===== src/rtl/g_2strb_drv.sv =====
// Two-channel active-low strobe driver: non-overlapping fixed-width strobes on AN/BN with a recovery gap.
// Optional sticky request-overflow flag enabled by defining G_2STRB_DRV_OVF_EN.
//
// state   | meaning
// IDLE    | no strobe active, waiting for an eligible request
// PULSE_A | AN held low, counter runs down the pulse width
// PULSE_B | BN held low, counter runs down the pulse width
// GAP     | both strobes high, counter runs down the recovery gap
module g_2strb_drv #(
  parameter int PULSE_LEN = 4,
  parameter int GAP_LEN   = 1,
  parameter int CNT_W     = 8
) (
  input  logic CLK,
  input  logic RST,
  input  logic REQA,
  input  logic REQB,
  output logic AN,
  output logic BN,
  output logic BUSY,
  output logic DONE,
  output logic OVF
);

  typedef enum logic [1:0] {IDLE, PULSE_A, PULSE_B, GAP} state_t;

  state_t           state, state_nxt;
  logic [CNT_W-1:0] cnt, cnt_nxt;
  logic             pend_a, pend_b, pend_a_nxt, pend_b_nxt;
  logic             prio_b, prio_b_nxt;
  logic             elig_a, elig_b;
  logic             grant_a, grant_b, can_grant, done_nxt;

  assign elig_a = pend_a | REQA;
  assign elig_b = pend_b | REQB;

  always_comb begin
    state_nxt  = state;
    cnt_nxt    = cnt;
    prio_b_nxt = prio_b;
    grant_a    = 1'b0;
    grant_b    = 1'b0;
    can_grant  = 1'b0;
    done_nxt   = 1'b0;
    case (state)
      IDLE: can_grant = 1'b1;
      PULSE_A, PULSE_B: begin
        if (cnt == '0) begin
          state_nxt = GAP;
          cnt_nxt   = CNT_W'(GAP_LEN - 1);
          done_nxt  = 1'b1;
        end else begin
          cnt_nxt = cnt - 1'b1;
        end
      end
      GAP: begin
        if (cnt == '0) begin
          can_grant = 1'b1;
          state_nxt = IDLE;
        end else begin
          cnt_nxt = cnt - 1'b1;
        end
      end
      default: state_nxt = IDLE;
    endcase

    // Priority only toggles when both channels contend for the same grant slot.
    if (can_grant) begin
      if (elig_a && elig_b) begin
        grant_a    = ~prio_b;
        grant_b    = prio_b;
        prio_b_nxt = ~prio_b;
      end else begin
        grant_a = elig_a;
        grant_b = elig_b;
      end
    end
    if (grant_a) begin
      state_nxt = PULSE_A;
      cnt_nxt   = CNT_W'(PULSE_LEN - 1);
    end else if (grant_b) begin
      state_nxt = PULSE_B;
      cnt_nxt   = CNT_W'(PULSE_LEN - 1);
    end

    // A request that alone triggers the grant is consumed; one on top of a held flag re-arms it.
    pend_a_nxt = grant_a ? (pend_a & REQA) : (pend_a | REQA);
    pend_b_nxt = grant_b ? (pend_b & REQB) : (pend_b | REQB);
  end

  always_ff @(posedge CLK) begin
    if (RST) begin
      state  <= IDLE;
      cnt    <= '0;
      pend_a <= 1'b0;
      pend_b <= 1'b0;
      prio_b <= 1'b0;
      AN     <= 1'b1;
      BN     <= 1'b1;
      BUSY   <= 1'b0;
      DONE   <= 1'b0;
    end else begin
      state  <= state_nxt;
      cnt    <= cnt_nxt;
      pend_a <= pend_a_nxt;
      pend_b <= pend_b_nxt;
      prio_b <= prio_b_nxt;
      AN     <= (state_nxt != PULSE_A);
      BN     <= (state_nxt != PULSE_B);
      BUSY   <= (state_nxt != IDLE);
      DONE   <= done_nxt;
    end
  end

`ifdef G_2STRB_DRV_OVF_EN
  logic ovf_set;
  assign ovf_set = (REQA & pend_a & ~grant_a) | (REQB & pend_b & ~grant_b);

  always_ff @(posedge CLK) begin
    if (RST) OVF <= 1'b0;
    else if (ovf_set) OVF <= 1'b1;
  end
`else
  assign OVF = 1'b0;
`endif

endmodule


===== config.mk =====
export PLATFORM = sky130hd
export DESIGN_NAME = g_2strb_drv
export DESIGN_NICKNAME = d
export VERILOG_FILES = /design/src/rtl/g_2strb_drv.sv
export SDC_FILE = /design/constraint.sdc
export NUM_CORES = 1
export LEC_CHECK = 0
export ABC_AREA = 0
export CORE_AREA = 5 5 43 60
export CTS_BUF_LIST = sky130_fd_sc_hd__clkbuf_8 sky130_fd_sc_hd__clkbuf_16
export CTS_CLUSTER_SIZE = 25
export DETAILED_ROUTE_END_ITERATION = 16
export DIE_AREA = 0 0 48 65
export GPL_TIMING_DRIVEN = 0
export MAX_ROUTING_LAYER = met4
export PLACE_DENSITY = 0.7
export SYNTH_ARGS = -nofsm -noshare
export SYNTH_HDL_FRONTEND = slang
export SYNTH_SLANG_ARGS = --single-unit
export TNS_END_PERCENT = 1

===== constraint.sdc =====
create_clock -name CLK -period 1.9 [get_ports CLK]
set_input_delay 0.38 -clock CLK [delete_from_list [all_inputs] [get_ports CLK]]
set_output_delay 0.38 -clock CLK [all_outputs]
set_load 0.03 [all_outputs]

==> results.yml, run 1 <==
logic_synthesis:
  synth_top_cell_by_area: "dfxtp_1"
  syn-instance-count: 113
  synthSimpleGateAreaFrac_pct: 24.70
  ys_seq_area_share_pct: 36.51
  synth_area_per_cell_um2: 8.249
  ys_warn_count: 0
  synth_edf_count: 0
  synth_top_family_by_area: "simple AND/OR/NAND/NOR gates"
  synth-xor-area-share_pct: 1.879
  yosys.cell_count.top_type: "dfxtp_1"
  syn-num-nets: 121
  synthAdderAreaFrac_pct: 5.369
  synth-seq-cells: 17
  synth.top_cells.by_area: "dfxtp_1 37%, nor2_1 5.6%, ha_1 5.4%, a21oi_1 4.8%, nor3_1 3.8%"
  synth_cell_types: 38
  syn-cell-area_um2: 932.1
  yosys.area.top_type_share_pct: 36.51
  synthFlopType: "dfxtp_1"
  synth_mux_area_share_pct: 2.148
  synth_compound_area_share_pct: 24.03
  synthTopCellsByCount: "17 x dfxtp_1, 14 x nor2_1, 9 x a21oi_1"
  async_flop_share_pct: 0
timing:
  slew_headroom_pct: 64.03
  setup_viol: 1
  maxSlewViolCount: 0
  worstMarginPinSlew_ps: 534.7
  fin_crit_sh_pct: 104.0
  worst_slack_ps: -76.87
  fin_skew_ps: 2.271
  max_freq_ghz: 0.5059
  hold_viol_final: 0
  min_period_ps: 1977
  rsz0062_at_grt: "true"
pwr:
  swShare_pct: 44.90
  p_leak_nw: 0.4284
  power.internal_mw: 1.176
  vdd.ir_drop.worst_mv: 0.7215
  power.density_mw_per_mm2: 1919
  p_sw_mw: 0.9587
  combPwrFrac_pct: 59.9
  total_power_mw: 2.135
  pwr-share-clk_pct: 12.5
  power_frac_seq_pct: 27.6
floorplan:
  rows: 20
  start_util_pct: 45.43
  ioPinCount: 9
  dieArea_mm2: 0.003120
  core_area_mm2: 0.002052
  dieWidth_um: 48
  die_h_um: 65
clock_tree:
  htree_levels: 1
  clkTransAtPathRegs_ps: 70
  cts_hold_buffers: 0
  cts_buffers: 3
  root_buffer: "clkbuf_8"
  clk_latency_ps: 250
  clock_path_buffers: 2
  clkSinkCount: 17
  cts_tree: "done"
worst_hold_path:
  hold_end: "cnt[4]"
  min_from: "cnt[4]"
  whs_path_depth: 2
  holdCritPathClass: "reg -> reg"
critical_path:
  worstPathRequired_ps: 2040
  cp_slowest_stage_delay_ps: 470
  r2r_cells: 7
  worst_setup_path_start_kind: "register"
  critPathKind: "reg -> reg"
  r2r_end: "BN"
  reg2reg_slack_ps: -80
  r2r-start: "cnt[1]"
  path_buf_inv: 1
  crit_chain: "inv_2 > ha_4 > or4b_4 > or3_1 > a22o_1 > nor3b_2 > nand2_1"
  crit_path_end_kind: "register"
  arrival_ps: 2120
  cp_slowest_cell: "or4b_4"
  path_max_fanout: 4
  cp_top_family: "simple AND/OR/NAND/NOR gates"
place:
  io_buffers: 7
  dp.cells: 142
  placed_area_mm2: 0.001030
  routabilityCongestion: 0.8286
  hpwl_um: 1438
detailed_routing:
  routed_wl_um: 1918
  drtIter0Drc: 15
  vias: 847
  firstDrtPassIters: 4
  viasPerCell: 5.841
  drt.antenna.violating_nets: 0
  wl_per_cell_um: 13.23
  drc: 0
global_routing:
  grt.total_usage_pct: 14.63
  gr-total-overflow: 0
  grt_max_degree: 11
  grt_pass1_vias: 815
  grt_antenna_before_repair: 0
  grt_pass1_wl_um: 3353
status:
  status: "finished with violations"
  violations: "negative setup slack"
layout:
  nNetsFinal: 132
  stdcell_count: 145
  drive_gt1_share_pct: 17.07
  insertedDiodeCount: 0
  design_area_mm2: 0.001112
  area_growth_pct: 19.33
  seq_area_um2: 344.1
  fill_cells: 195
  fin_util_pct: 54.21
  multi_input_area_um2: 581.8
job:
  max-cap-violations: 0
-- power by group through the flow --
stage | logic (mW) | clock network, mW | registers, mW
finish | 1.28 | 0.266 | 0.590
CTS | 1.22 | 0.272 | 0.578
detailed placement | 1.20 | 0 | 0.582
floorplan | 0.883 | 0 | 0.623
global route | 1.43 | 0.293 | 0.606
global placement | 1.18 | 0 | 0.577
-- stage by stage --
| stage | setup slack, ps | hold WS [ps] | TNS (ps) |
|---|---|---|---|
| floorplan | 25.38 | 465.7 | 0 |
| global route | -191.7 | 552.3 | -440.5 |
| detailed placement | -218.7 | 490.3 | -1210 |
| global placement | -204.1 | 480.3 | -1625 |
| finish | -76.87 | 513.9 | -76.87 |
| CTS | -104.9 | 498.6 | -108.6 |
-- layer usage --
layer / vias up / routed length, µm / share of wire (%) / global-route usage (%)
met5: - / 0 / 0 / -
met1: 394 / 827 / 43 / 16.75
met2: 14 / 990 / 52 / 24.17
met4: 0 / 48 / 2.5 / 6.734
met3: 7 / 51 / 2.7 / 1.667
li1: 432 / - / - / -
-- registers in the layout, summed over array words and instances, names as in the netlist --
register	count
pend_a	1
DONE	1
cnt	8
AN	1
pend_b	1
state	2
prio_b	1
BUSY	1
BN	1
-- worst reg2reg max path, stage by stage, from the launching register on --
cell and delay [ps]:
dfxtp_2 340, inv_2 80, ha_4 140, or4b_4 470, or3_1 320, a22o_1 240, nor3b_2 210, nand2_1 70
-- worst max-delay path by stage --
stage / from / endpoint / slack [ps] / depth (start not counted)
finish: cnt[1] / BN / -80 / 7
global route: cnt[1] / BN / -190 / 7
CTS: cnt[1] / BN / -100 / 7
detailed placement: state[0] / cnt[6] / -220 / 8
global placement: state[0] / cnt[6] / -200 / 8
floorplan: state[0] / cnt[6] / 30 / 8
-- area by class of cell --
type	count	area share [%]
Buffer	4	1.912
Clock buffer	3	3.712
Clock inverter	1	0.3375
Inverter	6	2.025
Multi-Input combinational cell	85	52.31
Sequential cell	17	30.93
Tap cell	22	2.475
Timing Repair Buffer	7	6.299
-- placed cells by master (no fill, tap or decap), types with 2 or more instances in the layout --
master and n:
a311oi_1 2, nand3_1 2, a31oi_1 2, mux2i_1 2
a21oi_1 9, clkbuf_8 3, clkdlybuf4s50_1 7, inv_1 5
or3_1 3, a21boi_0 2, ha_1 2, nor4_1 2
nor3_1 6, a2111oi_0 2, nor2_1 14, a21o_1 3
nand2_1 6, dfxtp_1 14, inv_2 2, o21ai_0 6
dfxtp_2 3, ha_4 2, a22oi_1 2
-- repair_timing --
action                                  CTS  global route
endpoints found under the setup margin   13            11
gates resized for setup                   5             7
buffers inserted                          0             0
pin swaps                                 0             4
endpoints found under the hold margin     0             0
-- cell families after synthesis --
kind of cell / after synthesis
buffers and inverters: 11
adder cells (fa/ha/maj): 4
AND/OR/NAND/NOR: 42
flip-flops: 17
XOR/XNOR: 2
other: 1
multiplexers: 2
AO/OA/AOI/OAI: 34
Power figures use the tool's default switching activity.
==> run 2, diff against run 1 <==
--- a/config.mk
+++ b/config.mk
@@ -6,14 +6,15 @@
 export NUM_CORES = 1
 export LEC_CHECK = 0
 export ABC_AREA = 0
-export CORE_AREA = 5 5 43 60
+export CORE_AREA = 5 5 48 50
 export CTS_BUF_LIST = sky130_fd_sc_hd__clkbuf_8 sky130_fd_sc_hd__clkbuf_16
 export CTS_CLUSTER_SIZE = 25
 export DETAILED_ROUTE_END_ITERATION = 16
-export DIE_AREA = 0 0 48 65
+export DIE_AREA = 0 0 53 55
+export DONT_BUFFER_PORTS = 1
 export GPL_TIMING_DRIVEN = 0
 export MAX_ROUTING_LAYER = met4
-export PLACE_DENSITY = 0.7
+export PLACE_DENSITY = 0.69
 export SYNTH_ARGS = -nofsm -noshare
 export SYNTH_HDL_FRONTEND = slang
 export SYNTH_SLANG_ARGS = --single-unit
==> run 2 against run 1 <==
The flow still finishes with violations (negative setup slack). Clock-buffer cell count unchanged. Register-to-register slack better by 30 ps. Clock skew increased by 0.84 ps. Critical path type unchanged. Largest power group unchanged.
==> results.yml, run 2 (synthesis results as in run 1) <==
layout:
  fill_cells: 182
  multi_input_area_um2: 598.1
  seq_area_um2: 347.8
  largest_reg_flops: 8
  regMostFlops: "cnt"
  stdcell_count: 146
  top_regs: "cnt: 8 flops, state: 2 flops"
  final_common_cell: "dfxtp_1"
  insertedDiodeCount: 0
  final_cell_mix: "13 x dfxtp_1, 12 x nor2_1, 9 x a21oi_1"
  nNetsFinal: 128
  area_growth_pct: 17.58
  drive_gt1_share_pct: 24.37
timing:
  hold_viol_final: 0
  rsz0062_at_grt: "true"
  max_freq_ghz: 0.5133
  maxSlewViolCount: 0
  fin_skew_ps: 3.107
  fin_crit_sh_pct: 102.5
  holdWs_ps: 351.9
  finalSetupTns_ps: -48.09
  min_period_ps: 1948
  setup_viol: 1
  worst_slack_ps: -48.09
detailed_routing:
  drtIter0Drc: 16
  vias: 837
  viasPerCell: 5.733
  wl_met2_um: 958
  drt.antenna.violating_nets: 0
  drc: 0
  routed_wl_um: 1968
  wl_met3_um: 65
  wl_per_cell_um: 13.48
  wl_met1_um: 914
  top_layer_used: "met4"
  firstDrtPassIters: 4
clock_tree:
  root_buffer: "clkbuf_8"
  clkTransAtPathRegs_ps: 60
  cts_tree: "done"
  clkSinkCount: 17
  htree_levels: 1
  cts_buffers: 3
  clock_path_buffers: 2
  clk_latency_ps: 250
critical_path:
  critPathKind: "reg -> reg"
  worst_setup_path_start_kind: "register"
  cp_slowest_stage_delay_ps: 460
  path_max_fanout: 4
  crit_chain: "inv_4 > ha_4 > or4b_4 > or3_1 > a22o_1 > nor3b_2 > nand2_1"
  arrival_ps: 2090
  worstPathRequired_ps: 2040
  cp_top_family: "simple AND/OR/NAND/NOR gates"
  path_buf_inv: 1
  crit_path_end_kind: "register"
  cp_slowest_cell: "or4b_4"
global_routing:
  grt_antenna_before_repair: 0
  grt_max_degree: 11
  grt_pass1_wl_um: 3084
  grt.total_usage_pct: 14.87
  grt_pass1_vias: 706
  gr-total-overflow: 0
place:
  io_buffers: 0
  dp.cells: 140
  hpwl_um: 1310
  routabilityCongestion: 0.8080
floorplan:
  dieArea_mm2: 0.002915
  core_area_mm2: 0.001862
  rows: 16
  dieWidth_um: 53
  ioPinCount: 9
  die_h_um: 55
  start_util_pct: 50.07
pwr:
  vdd.ir_drop.worst_mv: 0.8628
  p_leak_nw: 0.4281
  power.density_mw_per_mm2: 2008
status:
  status: "finished with violations"
  violations: "negative setup slack"
job:
  max-cap-violations: 0
worst_hold_path:
  holdCritPathClass: "in -> reg"
==> run 2: changes by cell type in the layout (fill, tap and decap cells not counted), sizes merged <==
cell	delta
clkbuf	-1
buf	+4
clkdlybuf4s50	-7
==> run 2: timing repair <==
item                                    in CTS  in global routing
hold buffers                                 0                  0
buffers inserted                             0                  3
endpoints found under the setup margin      14                 14
pin swaps                                    0                  3
resized for setup                            2                 20
==> run 2: final timing paths <==
kind	cells after the start	from	slack, ps	end
max	7	cnt[0]	-50	BN
min	2	REQA	350	pend_a
max reg2reg	7	cnt[0]	-50	BN
min reg2reg	2	cnt[4]	510	cnt[4]
==> run 2: through the flow <==
step	setup WS (ps)	util (%)	cell area, µm²	power [mW]
CTS	-115.2	54.70	1018	1.996
global route	-146.7	58.87	1096	2.390
global placement	-176.8	51.88	965.9	1.691
finish	-48.09	58.87	1096	2.200
floorplan	25.38	-	932.1	1.505
detailed placement	-199.1	51.88	965.9	1.708
==> run 2: layer usage <==
metal,global-route usage [%],up-vias
met1,18.18,400
met4,8.936,0
met3,2.413,2
li1,-,422
met2,23.14,13
met5,-,-
==> run 2: cell type report <==
| class | count | share of cell area, % |
|---|---|---|
| Buffer | 4 | 2.169 |
| Clock buffer | 3 | 3.767 |
| Clock inverter | 1 | 0.3425 |
| Inverter | 6 | 2.283 |
| Multi-Input combinational cell | 85 | 54.57 |
| Sequential cell | 17 | 31.74 |
| Tap cell | 27 | 3.082 |
| Timing Repair Buffer | 3 | 2.055 |
==> run 2: worst register-to-register path, stage by stage, from the launching register on <==
cell	delay [ps]
dfxtp_2	340
inv_4	80
ha_4	130
or4b_4	460
or3_1	320
a22o_1	240
nor3b_2	200
nand2_1	70
==> run 2: report_power, final <==
part	switching, mW	total [mW]	internal (mW)
Combinational	0.699	1.27	0.566
Clock	0.120	0.263	0.143
Sequential	0.180	0.672	0.492
Total	0.999	2.20	1.20
